==> src/rtl/cga_pkg.sv <==
// cga_pkg: shared constants and types for the CGA text-mode pixel generator.
//   - Default glyph cell geometry (8 pixels wide, 16 scanlines tall).
//   - Glyph bit order: bit 7 of a font byte is the leftmost pixel.
//   - Attribute byte layout: back I/R/G/B in bits 7..4, fore I/R/G/B in 3..0.
//   - Frame-counter bit indices that drive the blink and cursor phases.
package cga_pkg;

    localparam int DEF_CHAR_W = 8;
    localparam int DEF_CHAR_H = 16;

    // Leftmost pixel of a glyph row lives in the MSB of the font byte.
    localparam int GLYPH_MSB = 7;

    localparam int FRAME_W          = 5;
    localparam int BLINK_PHASE_BIT  = 4;  // 16 frames on, 16 off
    localparam int CURSOR_PHASE_BIT = 3;  // 8 frames on, 8 off

    typedef struct packed {
        logic       back_i;    // background intensity, or blink when enabled
        logic [2:0] back_rgb;
        logic [3:0] fore;      // foreground I/R/G/B
    } attr_t;

    function automatic logic glyph_bit(input logic [7:0] glyph, input logic [2:0] px);
        return glyph[3'(GLYPH_MSB) - px];
    endfunction

endpackage

==> src/rtl/sig_delay.sv <==
// sig_delay: fixed-depth shift register with synchronous active-low reset.
// Used to keep de/hsync/vsync aligned with the pixel pipeline.
//   clk_i    pixel clock
//   rst_n_i  synchronous active-low reset, clears every tap
//   d_i      WIDTH-bit input
//   q_o      d_i delayed by DEPTH clocks
module sig_delay #(
    parameter int WIDTH = 1,
    parameter int DEPTH = 3
) (
    input  logic             clk_i,
    input  logic             rst_n_i,
    input  logic [WIDTH-1:0] d_i,
    output logic [WIDTH-1:0] q_o
);

    logic [WIDTH-1:0] taps [DEPTH];

    always_ff @(posedge clk_i) begin
        if (!rst_n_i) begin
            for (int i = 0; i < DEPTH; i++) taps[i] <= '0;
        end else begin
            taps[0] <= d_i;
            for (int i = 1; i < DEPTH; i++) taps[i] <= taps[i-1];
        end
    end

    assign q_o = taps[DEPTH-1];

endmodule

==> src/rtl/cga_text_gen.sv <==
// cga_text_gen: text-mode pixel generator in front of the CGA colour stage.
// Three-stage pipeline: cell decode + text RAM address, font ROM address,
// glyph bit select with blink/cursor/blanking, then registered outputs.
//   clk_i, rst_n_i               pixel clock, synchronous active-low reset
//   x_i, y_i, de_i               pixel position and display enable
//   hsync_i, vsync_i             syncs (vsync rising edges count frames)
//   text_addr_o / text_data_i    text RAM, 1-cycle read ({attr, char})
//   font_addr_o / font_data_i    font ROM, 1-cycle read ({char, line})
//   blink_en_i                   attr[7] = blink (1) or back intensity (0)
//   cursor_en_i, cursor_col_i, cursor_row_i   underline cursor
//   color_o, on_o                {back IRGB, fore IRGB} and foreground flag
//   de_o, hsync_o, vsync_o       inputs delayed to match color_o/on_o
module cga_text_gen
    import cga_pkg::*;
#(
    parameter int COLS    = 60,
    parameter int ROWS    = 17,
    parameter int CHAR_W  = DEF_CHAR_W,
    parameter int CHAR_H  = DEF_CHAR_H,
    parameter int TADDR_W = 11
) (
    input  logic               clk_i,
    input  logic               rst_n_i,
    input  logic [9:0]         x_i,
    input  logic [9:0]         y_i,
    input  logic               de_i,
    input  logic               hsync_i,
    input  logic               vsync_i,
    output logic [TADDR_W-1:0] text_addr_o,
    input  logic [15:0]        text_data_i,
    output logic [11:0]        font_addr_o,
    input  logic [7:0]         font_data_i,
    input  logic               blink_en_i,
    input  logic               cursor_en_i,
    input  logic [6:0]         cursor_col_i,
    input  logic [4:0]         cursor_row_i,
    output logic [7:0]         color_o,
    output logic               on_o,
    output logic               de_o,
    output logic               hsync_o,
    output logic               vsync_o
);

    localparam int PX_W = $clog2(CHAR_W);
    localparam int LN_W = $clog2(CHAR_H);

    localparam logic [TADDR_W-1:0] COLS_A = TADDR_W'(COLS);
    localparam logic [9:0]         COLS_C = 10'(COLS);
    localparam logic [9:0]         ROWS_C = 10'(ROWS);
    localparam logic [3:0]         LN_CUR = 4'(CHAR_H - 2);

    // ---- Stage T: cell decode, text RAM address ----
    logic [9:0]      col_p0, row_p0;
    logic [PX_W-1:0] px_p0;
    logic [3:0]      ln_p0;
    logic            vld_p0;

    assign col_p0      = x_i >> PX_W;
    assign row_p0      = y_i >> LN_W;
    assign px_p0       = x_i[PX_W-1:0];
    assign ln_p0       = 4'(y_i[LN_W-1:0]);
    assign vld_p0      = de_i && (col_p0 < COLS_C) && (row_p0 < ROWS_C);
    assign text_addr_o = TADDR_W'(row_p0) * COLS_A + TADDR_W'(col_p0);

    // ---- Stage T+1: text word arrives, font ROM address ----
    logic [9:0]      col_p1, row_p1;
    logic [PX_W-1:0] px_p1;
    logic [3:0]      ln_p1;
    logic            vld_p1;

    always_ff @(posedge clk_i) begin
        if (!rst_n_i) begin
            col_p1 <= '0;
            row_p1 <= '0;
            px_p1  <= '0;
            ln_p1  <= '0;
            vld_p1 <= 1'b0;
        end else begin
            col_p1 <= col_p0;
            row_p1 <= row_p0;
            px_p1  <= px_p0;
            ln_p1  <= ln_p0;
            vld_p1 <= vld_p0;
        end
    end

    assign font_addr_o = {text_data_i[7:0], ln_p1};

    // ---- Stage T+2: glyph bit, blink, cursor, blanking ----
    logic [9:0]      col_p2, row_p2;
    logic [PX_W-1:0] px_p2;
    logic [3:0]      ln_p2;
    logic            vld_p2;
    attr_t           attr_p2;

    always_ff @(posedge clk_i) begin
        if (!rst_n_i) begin
            col_p2  <= '0;
            row_p2  <= '0;
            px_p2   <= '0;
            ln_p2   <= '0;
            vld_p2  <= 1'b0;
            attr_p2 <= '0;
        end else begin
            col_p2  <= col_p1;
            row_p2  <= row_p1;
            px_p2   <= px_p1;
            ln_p2   <= ln_p1;
            vld_p2  <= vld_p1;
            attr_p2 <= attr_t'(text_data_i[15:8]);
        end
    end

    // Frame counter. The edge detector resets to "high" so a vsync that is
    // already asserted when reset releases is not taken as a new frame.
    logic [FRAME_W-1:0] frame_cnt;
    logic               vsync_q;

    always_ff @(posedge clk_i) begin
        if (!rst_n_i) begin
            frame_cnt <= '0;
            vsync_q   <= 1'b1;
        end else begin
            vsync_q <= vsync_i;
            if (vsync_i && !vsync_q) frame_cnt <= frame_cnt + 1'b1;
        end
    end

    logic pix_p2, cursor_hit, blink_ph;
    logic [7:0] color_nxt;
    logic       on_nxt;

    assign pix_p2     = glyph_bit(font_data_i, 3'(px_p2));
    assign blink_ph   = frame_cnt[BLINK_PHASE_BIT];
    assign cursor_hit = cursor_en_i && frame_cnt[CURSOR_PHASE_BIT]
                        && (col_p2 == 10'(cursor_col_i))
                        && (row_p2 == 10'(cursor_row_i))
                        && (ln_p2 >= LN_CUR);

    // Priority: blanking > cursor > blink > glyph bit.
    always_comb begin
        color_nxt = '0;
        on_nxt    = 1'b0;
        if (vld_p2) begin
            color_nxt = {attr_p2.back_i & ~blink_en_i, attr_p2.back_rgb, attr_p2.fore};
            on_nxt    = pix_p2;
            if (blink_en_i && attr_p2.back_i && blink_ph) on_nxt = 1'b0;
            if (cursor_hit) on_nxt = 1'b1;
        end
    end

    // ---- Output registers ----
    always_ff @(posedge clk_i) begin
        if (!rst_n_i) begin
            color_o <= '0;
            on_o    <= 1'b0;
        end else begin
            color_o <= color_nxt;
            on_o    <= on_nxt;
        end
    end

    logic [2:0] sync_q;

    sig_delay #(
        .WIDTH (3),
        .DEPTH (3)
    ) u_sync_dly (
        .clk_i   (clk_i),
        .rst_n_i (rst_n_i),
        .d_i     ({de_i, hsync_i, vsync_i}),
        .q_o     (sync_q)
    );

    assign {de_o, hsync_o, vsync_o} = sync_q;

endmodule

==> config.mk <==
export PLATFORM = sky130hd
export DESIGN_NAME = cga_text_gen
export DESIGN_NICKNAME = d
export VERILOG_FILES = /design/src/rtl/cga_pkg.sv /design/src/rtl/sig_delay.sv /design/src/rtl/cga_text_gen.sv
export SDC_FILE = /design/constraint.sdc
export NUM_CORES = 1
export LEC_CHECK = 0
export CAP_MARGIN = 20
export CORE_ASPECT_RATIO = 1.4
export CORE_MARGIN = 2
export CORE_UTILIZATION = 40
export DETAILED_ROUTE_END_ITERATION = 10
export GPL_ROUTABILITY_DRIVEN = 1
export GPL_TIMING_DRIVEN = 0
export PLACE_DENSITY = 0.7
export SETUP_SLACK_MARGIN = 0.4
export SLEW_MARGIN = 0
export SYNTH_ARGS = -nofsm -noshare
export SYNTH_HDL_FRONTEND = slang
export SYNTH_HIERARCHICAL = 1
export SYNTH_SLANG_ARGS = --single-unit
==> constraint.sdc <==
create_clock -name clk_i -period 7.7 [get_ports clk_i]
set_clock_uncertainty 0.05 [all_clocks]
set_input_delay 2.31 -clock clk_i [delete_from_list [all_inputs] [get_ports clk_i]]
set_output_delay 2.31 -clock clk_i [all_outputs]
set_load 0.02 [all_outputs]
==> results of run 1 <==
==> layout by cell type, fill, tap and decap left out, drive strengths merged, types with 3 or more instances in the layout <==
| cell type | Yosys | layout |
|---|---|---|
| a211oi | 3 | 3 |
| a21oi | 7 | 7 |
| and2 | 61 | 61 |
| and3 | 7 | 7 |
| buf | 13 | 35 |
| clkbuf | 7 | 18 |
| clkdlybuf4s50 | 0 | 78 |
| dfxtp | 73 | 73 |
| fa | 10 | 10 |
| ha | 21 | 21 |
| inv | 24 | 23 |
| nand2 | 3 | 3 |
| nand4 | 5 | 5 |
| nor2 | 7 | 7 |
| nor2b | 3 | 3 |
| nor3 | 3 | 3 |
| o21ai | 3 | 3 |
| xnor2 | 12 | 12 |
| xor2 | 13 | 13 |
==> flip-flops by register name, summed over array words and instances (netlist names) <==
register         cells
frame_cnt            5
on_o                 1
col_p1               7
vld_p1               1
color_o              8
u_sync_dly/taps      9
row_p2               6
px_p2                3
vld_p2               1
ln_p1                4
col_p2               7
px_p1                3
ln_p2                3
row_p1               6
attr_p2              8
vsync_q              1
==> final cells by class <==
| type | instances | share of cell area [%] |
|---|---|---|
| buffer | 20 | 2.656 |
| clock buffer | 11 | 3.247 |
| clock inverter | 5 | 1.664 |
| inverter | 24 | 2.066 |
| multi-input combinational | 188 | 35.55 |
| sequential | 73 | 31.34 |
| tap | 100 | 2.683 |
| timing repair buffer | 101 | 20.79 |
==> critical path: stages <==
cell      delay (ns)
buf_8           0.11
fa_1            0.58
inv_2           0.04
fa_1            0.48
fa_2            0.55
inv_2           0.04
ha_4            0.27
o21ai_2         0.05
o21bai_1        0.18
a21oi_2         0.09
nand3b_1        0.21
xnor2_2         0.19
buf_4           0.16
==> where the power goes <==
part           switching [mW]  leakage (nW)  internal, mW
combinational           0.192          1.29         0.201
clock                   0.131         0.115         0.199
sequential            0.00445         0.601         0.392
total                   0.327          2.01         0.792
==> cell families (layout without fill, tap and decap cells) <==
family	Yosys count	after routing	share of synthesized area, %
and+or+nand+nor	103	103	19.90
DFF	73	73	45.22
buffers and inverters	44	161	6.620
adders and majority gates	31	31	14.32
AOI/OAI and AO/OA	25	25	5.149
xor gates and xnor gates	25	25	6.775
muxes	4	4	2.013
==> per-layer routing <==
layer	up-vias	global-route usage, %	wire length, µm
li1	1196	-	-
met1	1077	15.61	2513
met2	68	28.69	3393
met3	9	3.746	407
met4	0	6.174	96
met5	-	0	0
==> what timing repair did <==
item	CTS	global route
gates resized for setup	57	11
buffers inserted	9	3
pin swaps	13	16
setup endpoints to repair	6	6
==> per-stage QoR <==
| stage | instances | instance area [µm²] | hold WS (ns) |
|---|---|---|---|
| final | 522 | 4663 | 0.3804 |
| after global routing | 522 | 4663 | 0.4001 |
| after CTS | 519 | 4587 | 0.3845 |
| after detailed placement | 494 | 4299 | 0.3672 |
| after global placement | 494 | 4299 | 0.3583 |
| after floorplan | 305 | 3283 | 0.3557 |
==> path summary, 6_finish.rpt <==
check | from | endpoint | slack (ns) | depth (start not counted)
worst min-delay path | u_sync_dly/taps[0][4]$_SDFF_PN0_ | u_sync_dly/taps[0][7]$_SDFF_PN0_ | 0.38 | 1
worst max-delay path | y_i[4] | text_addr_o[9] | 0.07 | 13
worst max register to register | px_p2[0]$_SDFF_PN0_ | on_o$_SDFF_PN0_ | 6.23 | 5
worst min register to register | u_sync_dly/taps[0][4]$_SDFF_PN0_ | u_sync_dly/taps[0][7]$_SDFF_PN0_ | 0.38 | 1
==> run summary, run 1 <==
## Yosys
- **number of instances in the synthesized netlist** 305
- **synth warn** 6
- **distinct cell type count of the synthesized netlist** 41
- **fraction of registers with async set/reset** 0%
- **Mapped Nets** 399
- **sequential share of the synthesized area** 45.22%
- **dominant register cell in the synthesized netlist** dfxtp_1
- **dominant cells by area after synthesis** dfxtp_1 (45%), and2_1 (12%), ha_1 (8.1%)
- **library cell with the largest summed area after synthesis** dfxtp_1
- **count of flip-flops with a built-in enable after synthesis** 0
- **most instantiated cells after synthesis** dfxtp_1 (73), and2_1 (61), inv_1 (24), ha_1 (21)
- **Post-Syn Area per Cell** 10.60 µm²
- **portion of synthesized cell area occupied by the leading cell type** 45.22%
- **post-synthesis register bit count** 73
- **most frequently used cell type in the post-synthesis netlist** dfxtp_1
- **synthesized cell area** 3232 µm²

## Timing
- **total count of hold-check failures in the final report** 0
- **setup violators final** 0
- **Worst slew margin** 71.39%
- **Final WS setup** 0.06991 ns
- **portion of the clock cycle consumed by the worst path in the final layout** 99.09%
- **minimum clock period** 7.630 ns
- **unrepaired setup endpoints after global routing** yes
- **Highest Clock Rate** 131.1 MHz
- **transition time at the pin with the least slew margin** 0.4291 ns
- **total negative slack** 0 ns
- **Slew Limit Fails** 0

## Global route
- **first-pass GRT wire length** 10290 µm
- **total global routing overflow** 0
- **initial antenna violation count** 0
- **overall routing resource usage** 15.12%
- **pin count of the biggest net entering global routing** 13
- **vias in the first global route** 2342

## Pwr
- **Peak supply drop** 0.1921 mV
- **power per cell area** 240.0 nW/µm²
- **Leakage Power** 2.009 nW
- **overall power of the completed layout** 1.119 mW

## Critical path
- **data required time at the worst endpoint** 5.34 ns
- **startpoint kind of the worst setup timing path** primary input
- **Critical Setup Path Class** in2out
- **endpoint arrival time on the critical path** 5.27 ns
- **critical path endpoint category** primary output
- **highest fanout seen on the critical path** 4

## Die
- **Die Wd** 79.97 µm
- **placeable core region** 7797 µm²
- **Cell Rows** 38
- **vertical extent of the die** 110.4 µm
- **die area** 8825 µm²
- **total I/O pin count** 98
- **initial core utilization** 41.45%

## Routing
- **number of nets with antenna violations after detailed routing** 0
- **total iterations of the first detailed-routing run** 4
- **total number of vias** 2350
- **DR WL/cell** 12.28 µm
- **detail-routed via count per cell** 4.502
- **number of remaining DRC errors** 0
- **iteration-0 DRC count of the detailed router** 33
- **total length of routed wires** 6411 µm

## Placed design
- **detailed placer's ending HPWL** 4972 µm
- **worst setup slack before clock tree synthesis** -1.004 ns
- **number of port buffers** 89
- **placer's final routability congestion estimate** 0.7589

## Finish
- **ant diodes** 0
- **Nets** 511
- **Layout Utilization** 59.80%
- **area of combinational cells with multiple inputs** 1658 µm²
- **fraction of final layout cells sized beyond drive strength 1** 18.01%
- **storage element area** 1461 µm²
- **area delta synth->final** 44.29%
- **filler instances** 676

## Clock tree
- **CTS Root Buffer Type** clkbuf_8
- **clock latency of the later-clocked register in the worst-skew pair** 0.34 ns
- **maximum level of the CTS H-tree** 3
- **TritonCTS buffer count** 9
- **Clock transition at path regs** 0.07 ns
- **number of sinks handled by clock tree synthesis** 73
- **clk buf depth** 2
- **clock tree from TritonCTS** built
- **number of buffers inserted for hold repair after clock tree synthesis** 0

## Outcome
- **status** complete, no violations

## Job
- **max-capacitance violation count** 0

## Min path
- **type of the worst min-delay path** reg2reg

Note: power is estimated with default switching activity, not from simulation.
==> inputs of run 2 (changes only) <==
==> constraint.sdc (replaced) <==
create_clock -name clk_i -period 7.7 [get_ports clk_i]
set_clock_uncertainty 0.05 [all_clocks]
set_input_delay 2.31 -clock clk_i [delete_from_list [all_inputs] [get_ports clk_i]]
set_output_delay 2.31 -clock clk_i [all_outputs]
set_load 0.01 [all_outputs]
==> run 2 against run 1 <==
- total power decreased by 8.0%
- routed wire length up 1.8%
- sequential power hardly changed
- critical endpoint is now text_addr_o[8]
==> run summary, run 2 (synthesized netlist as in run 1, its figures left out) <==
## Min path
- **startpoint of the worst hold path** vld_p1$_SDFF_PN0_
- **Hold Path End** vld_p2$_SDFF_PN0_
- **number of cells on the worst hold path** 1, unchanged
- **type of the worst min-delay path** reg2reg

## Routing
- **iteration-0 DRC count of the detailed router** 29, -12%
- **total iterations of the first detailed-routing run** 4, unchanged
- **DR WL/cell** 12.53 µm, +2.0%
- **total length of routed wires** 6526 µm, +1.8%
- **total number of vias** 2373, +0.98%
- **number of nets with antenna violations after detailed routing** 0, unchanged
- **detail-routed via count per cell** 4.555, +1.2%
- **number of remaining DRC errors** 0, unchanged

## Die
- **initial core utilization** 41.45%, unchanged
- **placeable core region** 7797 µm², unchanged
- **Die Wd** 79.97 µm, unchanged
- **Cell Rows** 38, unchanged
- **total I/O pin count** 98, unchanged
- **vertical extent of the die** 110.4 µm, unchanged
- **die area** 8825 µm², unchanged

## Global route
- **overall routing resource usage** 15.75%, +0.63 points
- **vias in the first global route** 2394, +2.2%
- **pin count of the biggest net entering global routing** 12, -1
- **initial antenna violation count** 0, unchanged
- **first-pass GRT wire length** 10630 µm, +3.3%
- **total global routing overflow** 0, unchanged

## Critical path
- **Worst Reg-to-Reg Cells** 5, unchanged
- **worst reg2reg path endpoint** on_o$_SDFF_PN0_
- **highest fanout seen on the critical path** 3, -1
- **Critical Setup Path Class** in2out
- **endpoint arrival time on the critical path** 5.18 ns, -0.09 ns
- **startpoint kind of the worst setup timing path** primary input
- **data required time at the worst endpoint** 5.34 ns, about the same
- **reg-to-reg critical path startpoint** px_p2[0]$_SDFF_PN0_
- **setup slack of the worst register-to-register path** 6.23 ns, about the same
- **critical path endpoint category** primary output

## Timing
- **Worst slew margin** 72.33%, +0.94 points
- **portion of the clock cycle consumed by the worst path in the final layout** 97.93%, -1.2 points
- **Final WS setup** 0.1594 ns, +0.08952 ns
- **minimum clock period** 7.541 ns, -0.08952 ns
- **Highest Clock Rate** 132.6 MHz, +1.2%
- **unrepaired setup endpoints after global routing** yes
- **setup violators final** 0, unchanged
- **total negative slack** 0 ns, unchanged
- **total count of hold-check failures in the final report** 0, unchanged
- **Slew Limit Fails** 0, unchanged
- **transition time at the pin with the least slew margin** 0.4150 ns, -0.01405 ns

## Clock tree
- **clock tree from TritonCTS** built
- **TritonCTS buffer count** 9, unchanged
- **clk buf depth** 2, unchanged
- **CTS Root Buffer Type** clkbuf_8
- **maximum level of the CTS H-tree** 3, unchanged
- **Clock transition at path regs** 0.07 ns, about the same
- **clock latency of the later-clocked register in the worst-skew pair** 0.33 ns, about the same
- **number of sinks handled by clock tree synthesis** 73, unchanged
- **number of buffers inserted for hold repair after clock tree synthesis** 0, unchanged

## Finish
- **non-filler instance count after layout** 521, -0.19%
- **commonest cells after routing, fill and taps aside** clkdlybuf4s50_1 (77), dfxtp_1 (73), and2_1 (61)
- **largest registers** u_sync_dly/taps x9, attr_p2 x8, color_o x8
- **Largest register FFs** 9, unchanged
- **ant diodes** 0, unchanged
- **register bank with the most flops** u_sync_dly/taps
- **fraction of final layout cells sized beyond drive strength 1** 17.58%, -0.43 points
- **area delta synth->final** 42.97%
- **Layout Utilization** 59.26%, -0.55 points
- **commonest non-fill, non-tap cell in the layout** clkdlybuf4s50_1
- **Nets** 510, -0.20%

## Placed design
- **placer's final routability congestion estimate** 0.7467, -1.6%
- **worst setup slack before clock tree synthesis** -0.9882 ns, +0.01557 ns
- **number of placed cells counting well taps** 494, unchanged
- **detailed placer's ending HPWL** 5032 µm, +1.2%
- **number of port buffers** 89, unchanged

## Pwr
- **Leakage Power** 1.997 nW, -0.58%
- **power per cell area** 222.9 nW/µm², -7.2%
- **overall power of the completed layout** 1.030 mW, -8.0%
- **Peak supply drop** 0.1444 mV, -25%

## Job
- **max-capacitance violation count** 0, unchanged

## Outcome
- **status** complete, no violations

==> run 2: cell count changes in the layout (fill, tap and decap cells not counted), sizes merged <==
cell,change
buf,-2
bufinv,-2
clkbuf,+4
clkdlybuf4s15,+1
clkdlybuf4s50,-1
clkinv,-2
dlymetal6s2s,+1
==> run 2: power by group <==
part           internal [mW]  switching, mW  total, mW
registers              0.392        0.00443      0.397
logic                  0.190          0.166      0.356
clock network          0.153          0.125      0.277
==> run 2: stage by stage <==
step | cell area (µm²) | hold WS (ns)
CTS | 4549 | 0.3811
finish | 4621 | 0.3795
floorplan | 3258 | 0.3557
global placement | 4274 | 0.3581
global route | 4621 | 0.3935
detailed placement | 4274 | 0.3665
==> run 2: layer usage <==
metal	part of all wire (%)	vias to the layer above	GRT usage (%)
met2	55	66	29.46
met3	4.9	11	4.072
met1	38	1100	16.23
li1	-	1196	-
met5	0	-	0
met4	1.9	0	7.143
==> run 2: critical path: stages <==
cell and delay [ns]:
buf_8 0.10, fa_1 0.56, inv_1 0.06, fa_2 0.55
fa_2 0.44, inv_2 0.08, ha_4 0.20, o21a_1 0.19
a21oi_2 0.18, nor3_2 0.07, buf_4 0.14, xor2_1 0.13
buf_2 0.16
==> run 2: layout make-up <==
class	count	area (µm²)
multi-input combinational	188	1664
clock buffer	15	186.4
sequential	73	1461
timing repair buffer	100	955.9
fill	731	3177
inverter	24	96.34
buffer	20	123.9
clock inverter	1	7.507
tap	100	125.1
==> run 2: worst max-delay path by stage <==
stage / to / from / depth (start not counted)
floorplan: text_addr_o[10] / y_i[4] / 11
global placement: text_addr_o[10] / y_i[7] / 14
detailed placement: text_addr_o[10] / y_i[7] / 14
CTS: text_addr_o[8] / y_i[6] / 13
global route: text_addr_o[8] / y_i[6] / 15
finish: text_addr_o[8] / y_i[6] / 13
==> run 2: repair_timing <==
| action | 4_1_cts | 5_1_grt |
|---|---|---|
| buffers inserted | 9 | 2 |
| endpoints found under the hold margin | 0 | 0 |
| resized for setup | 54 | 14 |
| setup endpoints to repair | 6 | 6 |
| pin swaps | 12 | 15 |
==> RTL edit 1 (settings of run 1) <==
Register the outputs `text_addr_o` and `font_addr_o`, with the module's reset; this adds one clock of latency there. The other outputs are not delayed to match. Comments in the files are not updated.
--- a/src/rtl/cga_text_gen.sv
+++ b/src/rtl/cga_text_gen.sv
@@ -60,7 +60,6 @@
     assign px_p0       = x_i[PX_W-1:0];
     assign ln_p0       = 4'(y_i[LN_W-1:0]);
     assign vld_p0      = de_i && (col_p0 < COLS_C) && (row_p0 < ROWS_C);
-    assign text_addr_o = TADDR_W'(row_p0) * COLS_A + TADDR_W'(col_p0);
 
     // ---- Stage T+1: text word arrives, font ROM address ----
     logic [9:0]      col_p1, row_p1;
@@ -84,7 +83,15 @@
         end
     end
 
-    assign font_addr_o = {text_data_i[7:0], ln_p1};
+    always_ff @(posedge clk_i) begin
+        if (!rst_n_i) begin
+            text_addr_o <= '0;
+            font_addr_o <= '0;
+        end else begin
+            text_addr_o <= TADDR_W'(row_p0) * COLS_A + TADDR_W'(col_p0);
+            font_addr_o <= {text_data_i[7:0], ln_p1};
+        end
+    end
 
     // ---- Stage T+2: glyph bit, blink, cursor, blanking ----
     logic [9:0]      col_p2, row_p2;
Function: changed (Yosys sat finds a counterexample within 4 cycles, from zero or initial values and one cycle with rst_n_i low).
==> RTL edit 1 against run 1 <==
- non-clock buffer count is 10 lower
- global-route usage up 1.1 points
- power increased by 8.9%
- sequential share of layout area rose by 4.9 points
- sequential cell count grew 18
- area after synthesis rose by 12%
- die area up 12%
- utilization fell by 3.5 points
- cell area increased by 7.8%
- maximum frequency grew 34%
- worst setup slack improved by 1.9 ns
- cell count grew 6.5%
- routed wire length grew 14%
==> RTL edit 1: results (changes against run 1) <==
- Met3 layer wire length in the routed design: 260 µm (was 407 µm)
- Yosys synthesis warning count: 6 (unchanged)
- Number of setup buffers added after CTS: 0 (was 9)
- Worst EP arrival: 5.91 ns (was 5.27 ns)
- Top flop regs: font_addr_o (12), text_addr_o (9), u_sync_dly/taps (9) (was u_sync_dly/taps (9), attr_p2 (8), color_o (8))
- Placed cell areas: 0.00473 mm² (was 0.00430 mm²)
- Vias in the first global route: 2,741 (was 2,342)
- Hold endpoint: col_p2[6]$_SDFF_PN0_ (was u_sync_dly/taps[0][7]$_SDFF_PN0_)
- Pin count of the biggest net entering global routing: 15 (was 13)
- Average cell area after synthesis: 10.8 µm² (was 10.6 µm²)
- Fillcell total: 833 (was 676)
- Run status: completed (unchanged)
- Root Buffer Master: clkbuf_16 (was clkbuf_8)
- Port Buf Inserts: 97 (was 89)
- Inst Count DP: 540 (was 494)
- Power of the clock network: 0.414 mW (was 0.330 mW)
- Wire length of the first global-routing pass: 12,500 µm (was 10,300 µm)
- Post-Syn Nets: 430 (was 399)
- Leading post-synthesis cells by cell area: dfxtp_1 (50%), and2_1 (11%), ha_1 (7.2%) (was dfxtp_1 (45%), and2_1 (12%), ha_1 (8.1%))
- Total number of nets in the final design: 538 (was 511)
- Register area share after synthesis: 0.502 (was 0.452)
- Ranking of synthesized cells by instance count: dfxtp_1 (91), and2_1 (63), inv_1 (26) (was dfxtp_1 (73), and2_1 (61), inv_1 (24))
- Detail-routed net length per standard cell: 13.1 µm (was 12.3 µm)
- Routed vias: 2,585 (was 2,350)
- Fraction of layout instances using a drive strength above 1: 0.0601 (was 0.180)
- Transition time at the pin with the least slew margin: 0.474 ns (was 0.429 ns)
- Hold path start: col_p1[6]$_SDFF_PN0_ (was u_sync_dly/taps[0][4]$_SDFF_PN0_)
- Minimum setup slack among reg-to-reg paths: 6.19 ns (was 6.23 ns)
- Max rail drop VDD: 0.137 mV (was 0.192 mV)
- Total half-perimeter wirelength after legalization and detailed placement: 5850 µm (was 4970 µm)
- First-iteration detailed-routing DRC count: 59 (was 33)
- Overall routing resource usage: 0.162 (was 0.151)
- Post-CTS sizing: 0 (was 57)
- Worst hold slack across all endpoints: 0.375 ns (was 0.380 ns)
- Combinational Power Share: 0.241 (was 0.351)
- Min Tclk post-route: 5.71 ns (was 7.63 ns)
- Switching power of the nets: 0.321 mW (was 0.327 mW)
- RePlAce Congestion: 0.822 (was 0.759)
- Global routing met3 resource utilization: 0.0325 (was 0.0375)
- Fraction of power spent switching nets: 0.263 (was 0.292)
- Met2 layer wire length in the routed design: 4120 µm (was 3390 µm)
RTL edit 1: area by class of cell:
cell class	instances	area, µm²	area share
tap	107	134	0.0266
clock buffer	13	270	0.0538
multi-input combinational	204	1630	0.325
buffer	14	72.6	0.0144
clock inverter	3	21.3	0.00423
inverter	27	101	0.0202
timing repair buffer	97	971	0.193
sequential	91	1820	0.362
RTL edit 1: cell families after synthesis:
| logic type | share of synthesized area |
|---|---|
| xor gates and xnor gates | 0.0555 |
| DFF | 0.502 |
| adders and majority gates | 0.128 |
| and+or+nand+nor | 0.183 |
| buffers and inverters | 0.0479 |
| muxes | 0.0207 |
| AOI/OAI and AO/OA | 0.0634 |
RTL edit 1: worst register-to-register path: cells and delay by family, from the launching register on:
kind / cells / cell delay (ns)
DFF: 1 / 0.38
muxes: 2 / 0.68
AOI/OAI and AO/OA: 2 / 0.25
and+or+nand+nor: 1 / 0.05
==> RTL edit 2 (settings of run 1) <==
Without the edit above. The package constant `DEF_CHAR_H` goes from 16 to 32.
--- a/src/rtl/cga_pkg.sv
+++ b/src/rtl/cga_pkg.sv
@@ -6,7 +6,7 @@
 package cga_pkg;
 
     localparam int DEF_CHAR_W = 8;
-    localparam int DEF_CHAR_H = 16;
+    localparam int DEF_CHAR_H = 32;
 
     // Leftmost pixel of a glyph row lives in the MSB of the font byte.
     localparam int GLYPH_MSB = 7;
Behaviour: not the same (Yosys sat finds a counterexample within 4 cycles, from zero or initial values and one cycle with rst_n_i low).
==> RTL edit 2 against run 1 <==
- global-route usage rose by 0.98 points
- worst setup slack better by 0.094 ns
- routed wire length rose by 1.1%
- register-to-register slack worse by 0.05 ns
- via count down 2.2%
- area after synthesis decreased by 4.1%
- sequential cell count fell by 2
- cell area down 4.5%
- power shrank 8.1%
- largest power group unchanged
==> RTL edit 2: results (changes against run 1) <==
- Run status: completed (unchanged)
- Total half-perimeter wirelength after legalization and detailed placement: 4980 µm (was 4970 µm)
- Register area share after synthesis: 0.458 (was 0.452)
- Total wirelength of the detailed-routed design: 6480 µm (was 6410 µm)
- Overall routing resource usage: 0.161 (was 0.151)
- Max rail drop VDD: 0.176 mV (was 0.192 mV)
- Inst Count DP: 479 (was 494)
- Pin count of the biggest net entering global routing: 18 (was 13)
- Remaining max-slew budget at the tightest pin: 0.606 (was 0.714)
- Post-Place Setup Slack: -0.964 ns (was -1.00 ns)
- Post-Syn Nets: 382 (was 399)
- Area fraction of the dominant cell type after synthesis: 0.458 (was 0.452)
- Met2 layer wire length in the routed design: 3570 µm (was 3390 µm)
- Count of different cell masters after synthesis: 43 (was 41)
- Number of vias per cell: 4.56 (was 4.50)
- Maximum cell stage delay along the critical path: 0.56 ns (was 0.58 ns)
- First-iteration detailed-routing DRC count: 22 (was 33)
- Wire length of the first global-routing pass: 10,300 µm (about the same)
- Fillcell total: 685 (was 676)
- Ranking of synthesized cells by instance count: dfxtp_1 (71), and2_1 (59), ha_1 (20) (was dfxtp_1 (73), and2_1 (61), inv_1 (24))
- Port Buf Inserts: 88 (was 89)
- Leading post-synthesis cells by cell area: dfxtp_1 (46%), and2_1 (12%), ha_1 (8.1%) (was dfxtp_1 (45%), and2_1 (12%), ha_1 (8.1%))
- RePlAce Congestion: 0.753 (was 0.759)
- Average cell area after synthesis: 10.7 µm² (was 10.6 µm²)
- Total number of nets in the final design: 490 (was 511)
- Total leakage power: 1.92 nW (was 2.01 nW)
- Fraction of layout instances using a drive strength above 1: 0.168 (was 0.180)
-- RTL edit 2: metrics by stage --
stage	area, µm²	hold WS [ns]	setup TNS, ns
4_1_cts	4420	0.378	0
6_report	4450	0.378	0
2_1_floorplan	3160	0.356	0
3_5_place_dp	4160	0.368	-4.20
5_1_grt	4450	0.398	0
3_3_place_gp	4160	0.360	-4.18
-- RTL edit 2: area by class of cell --
| class | instances | area [µm²] | share of cell area |
|---|---|---|---|
| Multi-Input combinational cell | 182 | 1560 | 0.351 |
| Sequential cell | 71 | 1420 | 0.319 |
| Timing Repair Buffer | 97 | 936 | 0.210 |
| Tap cell | 100 | 125 | 0.0281 |
| Clock buffer | 9 | 124 | 0.0278 |
| Buffer | 19 | 120 | 0.0270 |
| Clock inverter | 7 | 87.6 | 0.0197 |
| Inverter | 19 | 78.8 | 0.0177 |
-- RTL edit 2: kinds of logic (layout without fill, tap and decap cells) --
group                      Yosys count  in the layout  synth area share
AOI/OAI and AO/OA                   24             24            0.0525
xor gates and xnor gates            24             24            0.0678
adders and majority gates           28             28             0.132
buffers and inverters               38            151            0.0617
DFF                                 71             71             0.458
muxes                                5              5            0.0242
and+or+nand+nor                    101            101             0.203
-- RTL edit 2: worst register-to-register path, stage by stage, from the launching register on --
cell and delay (ns):
dfxtp_1 0.37, mux4_2 0.50, mux2i_1 0.22, a31oi_1 0.07, a31oi_1 0.14, nor2_1 0.05
-- RTL edit 2: what timing repair did --
action,CTS,global route
hold buffers,0,0
resized for setup,52,7
setup buffers,7,2
pin swaps,11,10
setup endpoints to repair,6,6
-- RTL edit 2: worst paths after layout --
check                      start                   to  slack, ns
max reg2reg  px_p2[0]$_SDFF_PN0_      on_o$_SDFF_PN0_       6.18
min          px_p1[1]$_SDFF_PN0_  px_p2[1]$_SDFF_PN0_       0.38
min reg2reg  px_p1[1]$_SDFF_PN0_  px_p2[1]$_SDFF_PN0_       0.38
max                       y_i[6]       text_addr_o[9]       0.16
-- RTL edit 2: layer usage --
metal  vias up  GRT usage
li1       1156          -
met1      1068      0.162
met2        65      0.306
met3        10     0.0367
met4         0     0.0827
met5         -          0
-- RTL edit 2: power groups by stage --
stage / registers, mW / clock network, mW / logic (mW)
5_1_grt: 0.387 / 0.332 / 0.363
2_1_floorplan: 0.395 / 0 / 0.201
6_report: 0.386 / 0.308 / 0.335
4_1_cts: 0.386 / 0.317 / 0.323
3_3_place_gp: 0.394 / 0 / 0.325
3_5_place_dp: 0.395 / 0 / 0.327
